`config.mk`:
```
export PLATFORM = sky130hd
export DESIGN_NAME = game_sequencer
export DESIGN_NICKNAME = d
export VERILOG_FILES = /design/src/rtl/game_sequencer.sv
export SDC_FILE = /design/constraint.sdc
export NUM_CORES = 1
export LEC_CHECK = 0
export CAP_MARGIN = 20
export CORE_MARGIN = 1.5
export CORE_UTILIZATION = 35
export CTS_CLUSTER_DIAMETER = 30
export DETAILED_ROUTE_END_ITERATION = 12
export PLACE_DENSITY_LB_ADDON = 0.25
export SLEW_MARGIN = 20
export SYNTH_ARGS = -nofsm -noshare
export SYNTH_HDL_FRONTEND = slang
export SYNTH_SLANG_ARGS = --single-unit
export TNS_END_PERCENT = 1
```
`constraint.sdc`:
```
create_clock -name frame_clk -period 2.1 [get_ports frame_clk]
set_clock_uncertainty 0.05 [all_clocks]
set_input_delay 0.315 -clock frame_clk [delete_from_list [all_inputs] [get_ports frame_clk]]
set_output_delay 0.315 -clock frame_clk [all_outputs]
set_load 0.005 [all_outputs]
```
`src/rtl/game_sequencer.sv`:
```
// game_sequencer: frame-rate game-flow controller driving the player's reset, freeze hold and lives count.
// Define INVULN_EN to add the post-respawn collision mask and its blink strobe.
module game_sequencer #(
    parameter int         LIVES_INIT     = 3,
    parameter int         DEATH_FRAMES   = 90,
    parameter int         RESPAWN_FRAMES = 30,
    parameter int         INVULN_FRAMES  = 120,
    parameter logic [7:0] START_KEY      = 8'h28,
    parameter int         GOAL_Y         = 74,
    parameter int         GOAL_X_MIN     = 120,
    parameter int         GOAL_X_MAX     = 205
) (
    input  logic       frame_clk,
    input  logic       Reset,
    input  logic [7:0] keycode,
    input  logic [7:0] keycode2,
    input  logic       colliding,
    input  logic [9:0] player_x,
    input  logic [9:0] player_y,
    output logic       player_rst,
    output logic       freeze,
    output logic [1:0] lives,
    output logic [2:0] game_state,
    output logic       invuln,
    output logic       blink
);

    // state     | meaning
    // ATTRACT   | idle title screen, player held in reset, waits for start key
    // PLAYING   | player and hazards move; hit or goal ends the phase
    // DYING     | death animation, world frozen for DEATH_FRAMES
    // RESPAWN   | player held in reset for RESPAWN_FRAMES
    // GAME_OVER | no lives left, waits for start key
    // WIN       | goal reached, waits for start key
    typedef enum logic [2:0] {
        ATTRACT   = 3'd0,
        PLAYING   = 3'd1,
        DYING     = 3'd2,
        RESPAWN   = 3'd3,
        GAME_OVER = 3'd4,
        WIN       = 3'd5
    } state_t;

    if (LIVES_INIT < 1 || LIVES_INIT > 3 ||
        DEATH_FRAMES < 1 || DEATH_FRAMES > 255 ||
        RESPAWN_FRAMES < 1 || RESPAWN_FRAMES > 255 ||
        INVULN_FRAMES < 1 || INVULN_FRAMES > 255 ||
        GOAL_Y < 0 || GOAL_Y > 1023 || GOAL_X_MIN < 0 ||
        GOAL_X_MIN > GOAL_X_MAX || GOAL_X_MAX > 1023) begin : g_bad_params
        $error("game_sequencer: parameter out of range");
    end

    localparam logic [1:0] LIVES_LOAD   = 2'(LIVES_INIT);
    localparam logic [7:0] DEATH_LOAD   = 8'(DEATH_FRAMES - 1);
    localparam logic [7:0] RESPAWN_LOAD = 8'(RESPAWN_FRAMES - 1);

    state_t     state;
    logic [7:0] timer;
    logic       key_prev;
    logic       coll_prev;
    logic       key_now;
    logic       start_edge;
    logic       hit;
    logic       goal;

    assign game_state = state;
    assign key_now    = (keycode == START_KEY) || (keycode2 == START_KEY);
    assign start_edge = key_now & ~key_prev;
    assign hit        = colliding & ~coll_prev & ~invuln;
    assign goal       = (player_y == 10'(GOAL_Y)) &&
                        (player_x >= 10'(GOAL_X_MIN)) && (player_x <= 10'(GOAL_X_MAX));

    always_ff @(posedge frame_clk) begin
        if (Reset) begin
            state      <= ATTRACT;
            lives      <= LIVES_LOAD;
            timer      <= '0;
            player_rst <= 1'b1;
            freeze     <= 1'b1;
            key_prev   <= 1'b0;
            coll_prev  <= 1'b0;
        end else begin
            key_prev  <= key_now;
            coll_prev <= colliding;
            case (state)
                ATTRACT, GAME_OVER, WIN: begin
                    if (start_edge) begin
                        lives      <= LIVES_LOAD;
                        timer      <= RESPAWN_LOAD;
                        state      <= RESPAWN;
                        player_rst <= 1'b1;
                        freeze     <= 1'b1;
                    end
                end
                RESPAWN: begin
                    if (timer == 8'd0) begin
                        state      <= PLAYING;
                        player_rst <= 1'b0;
                        freeze     <= 1'b0;
                    end else begin
                        timer <= timer - 8'd1;
                    end
                end
                PLAYING: begin
                    // a hit in the goal frame still costs a life
                    if (hit) begin
                        lives  <= (lives == 2'd0) ? 2'd0 : lives - 2'd1;
                        timer  <= DEATH_LOAD;
                        state  <= DYING;
                        freeze <= 1'b1;
                    end else if (goal) begin
                        state  <= WIN;
                        freeze <= 1'b1;
                    end
                end
                DYING: begin
                    if (timer == 8'd0) begin
                        if (lives == 2'd0) begin
                            state <= GAME_OVER;
                        end else begin
                            timer      <= RESPAWN_LOAD;
                            state      <= RESPAWN;
                            player_rst <= 1'b1;
                        end
                    end else begin
                        timer <= timer - 8'd1;
                    end
                end
                default: begin
                    state      <= ATTRACT;
                    timer      <= '0;
                    player_rst <= 1'b1;
                    freeze     <= 1'b1;
                end
            endcase
        end
    end

`ifdef INVULN_EN
    localparam logic [7:0] INVULN_LOAD = 8'(INVULN_FRAMES - 1);

    logic [7:0] invuln_timer;

    always_ff @(posedge frame_clk) begin
        if (Reset) begin
            invuln       <= 1'b0;
            invuln_timer <= '0;
        end else if (state == RESPAWN && timer == 8'd0) begin
            invuln       <= 1'b1;
            invuln_timer <= INVULN_LOAD;
        end else if (state != PLAYING || hit || goal) begin
            invuln       <= 1'b0;
            invuln_timer <= '0;
        end else if (invuln) begin
            if (invuln_timer == 8'd0) begin
                invuln <= 1'b0;
            end else begin
                invuln_timer <= invuln_timer - 8'd1;
            end
        end
    end

    assign blink = invuln & invuln_timer[3];
`else
    assign invuln = 1'b0;
    assign blink  = 1'b0;
`endif

endmodule

```
# --- Word level (Yosys, flattened, before mapping) ---
# Cells that the tools add are included.
totals:
  register_bits: 17
  inputBits: 39
  out_inout_bits: 9
  word_cells: 71
classes:
  n_addsub: 2
  order_cmp: 2
  eq_ne: 16
  muxes: 25
  bitwise: 6
  n_reduce_logical: 13
op_table:
  columns: ["cell", "count"]
  rows:
  - ["$mux W8", 5]
  - ["$pmux W8 S4", 1]
  - ["$mux W3", 6]
  - ["$eq A8 B6 Y1 const B", 2]
  - ["$ne A2 B2 Y1 const B", 6]
  - ["$pmux W3 S4", 1]
  - ["$reduce_and A4 Y1", 3]
  - ["$eq A10 B7 Y1 const B", 1]
  - ["$ge A10 B7 Y1 const B", 1]
  - ["$le A10 B8 Y1 const B", 1]
  - ["$logic_not A8 Y1", 1]
  - ["$pmux W1 S4", 2]
  - ["$sub A8 B1 Y8 const B", 1]
  - ["$eq A3 B2 Y1 const B", 2]
  - ["$eq A3 B3 Y1 const B", 2]
  - ["$mux W1", 6]
  - ["$mux W2", 3]
  - ["$ne A3 B3 Y1 const B", 2]
  - ["$reduce_and A5 Y1", 1]
  - ["$not A1 Y1", 4]
  - ["$pmux W2 S2", 1]
  - ["$eq A3 B1 Y1 const B", 1]
  - ["$logic_not A3 Y1", 1]
  - ["$reduce_and A3 Y1", 1]
  - ["7 further kinds", 9]

# --- Logic depth before layout (Yosys ltp) ---
logic_depth:
  ltp_word: 6
  depth_mapped: 8
  ltp_nobuf: 7

# --- Worst setup path before layout ---
# OpenSTA, ideal clock, no wires.
synth_timing:
  path_kind: "reg-to-reg"
  startpoint: "register timer[3]"
  endpoint: "register timer[2]"
  setup_time_ps: 128
  arrival_time_ps: 1725
  required_ps: 1922
  slack_ps: 197
  stages_incl_launch_ff: 8
  path_buffers: 1
  synth_period_minus_slack_ps: 1903
  cell_sequence: "dfxtp_1 -> nor4_4 -> nand3_4 -> or3_1 -> o211ai_2 -> buf_6 -> mux2i_1 -> nor2_1"
synth_via:
  elab_chain_cells: 3
  word_cells_on_any_way: 6
  cone_classes: "eq/ne (2); mux (2); reduce/logical (2)"
synth_lines:
  columns: ["element", "line", "text"]
  rows:
  - ["from (decl)", "58", "logic [7:0] timer;"]
  - ["from (signal assigned)", "101", "timer <= timer - 8'd1;"]
  - ["from (signal assigned)", "126", "timer <= timer - 8'd1;"]
  - ["$logic_not A8 Y1 (*)", "96, 117", null]
  - ["$ne A3 B3 Y1 (no line), or another cell as far along", null, null]
  - ["$reduce_and A4 Y1 (no line) / $pmux W8 S4 (equally long branches)", null, null]
# Mark *: on every way between the ends. The rest lies on a longest branch, timed or not.
# A chain may end at the register's enable or synchronous reset.

# --- Worst setup path in the final report ---
layout_timing:
  startpoint: "register timer[4]"
  endpoint: "register timer[6]"
layout_via:
  elab_chain_cells: 3
  word_cells_on_any_way: 8
  cone_classes: "add/sub (1); eq/ne (2); mux (3); reduce/logical (2)"
layout_lines:
  columns: ["element", "line", "text"]
  rows:
  - ["$sub A8 B1 Y8 / $logic_not A8 Y1 (equally long branches)", null, null]
  - ["$mux W8, or another cell as far along", "117", "if (timer == 8'd0) begin"]
  - ["$pmux W8 S4 / $reduce_and A4 Y1 (equally long branches)", null, null]
# Several ways; a longest one is shown, not always the timed one. The select of a mux whose other input is x is not followed.

==> run_results.csv <==
group,metric,value,unit
power_and_ir_drop,p_clk_share,8.3,%
final_layout,finish.net_count,244,
yosys,post_synth_instance_area,1130,um2
yosys,async_flop_share,0,%
worst_setup_path,critical_path.reg2reg.endpoint,"timer[6]",
worst_setup_path,setup.worst_path.start,"timer[4]",
die,die_area,3580,um2
sta,fmax,507,MHz
detailed_routing,vias,1286,
final_layout,area.growth.synth_to_final,54.3,%
yosys,synth-edff-count,0,
power_and_ir_drop,seqPwrFrac,25.0,%
clocking,hold_bufs_at_cts,0,
power_and_ir_drop,part_of_the_power_in_combinational_logic,66.6,%
worst_setup_path,setup.reg_to_reg.worst_slack,0.13,ns
clocking,cts_inserted_buffers,3,
grt,grt_pass1_wl,5350,um
die,horizontal_extent_of_the_die,59.8,um
job,drv_cap,0,
hold_path,end_point_of_the_worst_hold_path,"player_rst",
detailed_routing,antenna_left,0,
detailed_routing,detail_route.wirelength,3240,um
worst_setup_path,critPathKind,"flip-flop to flip-flop",
clocking,h-tree-depth,1,
detailed_routing,dr.pass1.iters,4,
yosys,synth-seq-area-share,30.1,%
worst_setup_path,worst_setup_path_end_kind,"flip-flop",
power_and_ir_drop,irDropWorstVdd,0.661,mV
hold_path,hp-start,"player_rst",
final_layout,antenna_cells_inserted,0,
clocking,clockBufferDepth,2,
detailed_routing,routed.top_layer,"met4",
die,die_height,59.8,um
power_and_ir_drop,internal-power,1.17,mW
run_status,status,"finished clean",
grt,grt.overflow.total,0,
placement,gpl.final_weighted_congestion,0.864,
sta,setup_viol_count_final,0,
power_and_ir_drop,power.leakage,0.661,nW
hold_path,min_path_type,"flip-flop to flip-flop",
final_layout,final.fill_count,293,
detailed_routing,met3_wl_post_dr,184,um
sta,hold_viol_final,0,
power_and_ir_drop,total_power,2.06,mW
detailed_routing,vias_per_cell,5.23,
sta,final_min_period_over_clock_period,93.9,%
placement,half_perimeter_wire_length_after_detailed_placement,2590,um
grt,largest_net_degree_at_the_start_of_global_routing,18,
worst_setup_path,ff2ff_path_depth,7,
sta,unrepaired_setup_endpoints_after_global_routing,"true",
die,io_pins,48,
yosys,synthFlopType,"dfxtp_1",
hold_path,worstHoldPathCells,2,
worst_setup_path,cp_data_arrival_time,2.11,ns
yosys,ys.warnings.count,0,
worst_setup_path,worst_setup_path_start_kind,"flip-flop",
sta,maxSlewViolCount,0,
clocking,clk_pin_slew,0.10,ns
yosys,syn_inst,144,
detailed_routing,met2WireLength,1650,um
sta,layout_min_cycle_time,1.97,ns
clocking,cts_tree,"done",
worst_setup_path,critical_path_peak_fanout,10,
sta,setup_slack_of_the_critical_path_after_layout,0.129,ns
power_and_ir_drop,power_switching_share,43.2,%
clocking,clkLatencyLatePin,0.29,ns
detailed_routing,initialDrtViolationCount,23,
die,core_area,3050,um2
clocking,clock_tree.root_cell,"clkbuf_4",
worst_setup_path,reg2reg_from,"timer[4]",
grt,grt_use_total,19.5,%
yosys,syn_area_per_cell,7.85,um2
placement,dp_slack,-0.137,ns
power_and_ir_drop,p_per_area,1180,nW/um2
final_layout,post_route_cells_drive_above_1_share,12.4,%
die,start_util,37.0,%
worst_setup_path,worst_ep_required_time,2.24,ns
grt,grt_antenna_before_repair,0,
detailed_routing,wirelength_met1,1350,um
grt,grt_pass1_vias,1304,
detailed_routing,post-route-drc-count,0,
yosys,synthDistinctLibCells,46,
yosys,flop_and_latch_count_out_of_synthesis,17,
die,rows,20,
power_and_ir_drop,power_switching,892,uW
placement,io_port_bufs,44,
detailed_routing,drt-wirelength-per-cell,13.2,um
clocking,clock_sinks,17,
how the worst max path moves through the flow:
stage,endpoint,slack (ns),cells after the start
finish,timer[6],0.13,7
global route,timer[5],-0.002,6
CTS,timer[6],0.11,7
detailed placement,freeze,-0.14,7
global placement,freeze,-0.09,7
floorplan,timer[2],0.20,7
power by group through the flow:
stage	Sequential [mW]	Clock [mW]	Combinational [mW]
3_3_place_gp	0.517	0	1.33
4_1_cts	0.514	0.184	1.38
2_1_floorplan	0.524	0	0.873
5_1_grt	0.528	0.193	1.52
6_report	0.516	0.172	1.38
3_5_place_dp	0.522	0	1.37
sequential cells by signal (all words and copies together), names as in the netlist:
name	count
coll_prev	1
freeze	1
game_state	3
key_prev	1
lives	2
player_rst	1
timer	8
cell families after synthesis:
logic type	count (synthesis)	synth area share [%]
and+or+nand+nor	62	32.7
AOI/OAI and AO/OA	47	26.7
DFF	17	30.1
buffers and inverters	12	5.42
adders and majority gates	2	2.21
muxes	2	1.77
other	1	0.332
xor gates and xnor gates	1	0.775
area by class of cell:
cell class / count / area (um2) / area share [%]
clock buffer: 4 / 26.3 / 1.51
tap: 44 / 55.1 / 3.16
timing repair buffer: 61 / 568 / 32.6
sequential: 17 / 340 / 19.5
multi-input combinational: 116 / 738 / 42.4
inverter: 4 / 15.0 / 0.861
timing repair:
item                       in CTS  in global routing
setup endpoints to repair       0                  2
buffers inserted                0                  0
resized for setup               0                  1
synth_stat cells (all sizes together), types with 2 or more instances:
cell,number,area [um2]
a21o,2,15.0
a21oi,15,75.1
a31oi,2,12.5
buf,4,31.3
clkbuf,4,15.0
dfxtp,17,340
ha,2,25.0
inv,4,15.0
mux2i,2,20.0
nand2,14,52.6
nand2b,10,62.6
nand3,4,32.5
nor2,10,37.5
nor2b,5,31.3
nor3,4,20.0
nor4,3,33.8
nor4b,5,43.8
o211ai,2,20.0
o21ai,13,65.1
or3,2,12.5
layer usage:
layer  global-route usage (%)  vias up
met3                     2.81        8
met4                     8.89        0
li1                         -      641
met5                        0        -
met1                     20.2      600
met2                     37.9       37
cells in the final DEF (no fill, tap or decap), types with 2 or more instances in the layout:
master	n
a21o_1	2
a21oi_1	15
a31oi_1	2
buf_4	17
clkbuf_4	3
clkdlybuf4s50_1	44
conb_1	2
dfxtp_1	17
ha_1	2
inv_1	4
mux2i_1	2
nand2_1	14
nand2b_1	10
nand3_1	3
nor2_1	10
nor2b_1	5
nor3_1	4
nor4_1	2
nor4b_1	4
o21ai_0	4
o21ai_1	9
or3_1	2
worst max-delay path, cell delays in order, from the launching register on:
cell	delay [ns]
dfxtp_1	0.38
nor4_4	0.36
nand3_4	0.18
or3_1	0.39
o211ai_2	0.12
buf_4	0.21
nand2b_1	0.12
a21oi_1	0.06
through the flow:
step | hold slack, ns | std cells | util [%] | instance area (um2) | setup TNS, ns
3_5_place_dp | 0.382 | 242 | 56.0 | 1710 | -0.678
2_1_floorplan | 0.385 | 145 | - | 1130 | 0
3_3_place_gp | 0.382 | 242 | 56.0 | 1710 | -0.456
4_1_cts | 0.395 | 246 | 56.9 | 1740 | 0
6_report | 0.392 | 246 | 57.1 | 1740 | 0
5_1_grt | 0.406 | 246 | 57.1 | 1740 | -0.00158
Note: power is estimated with default switching activity, not from simulation.
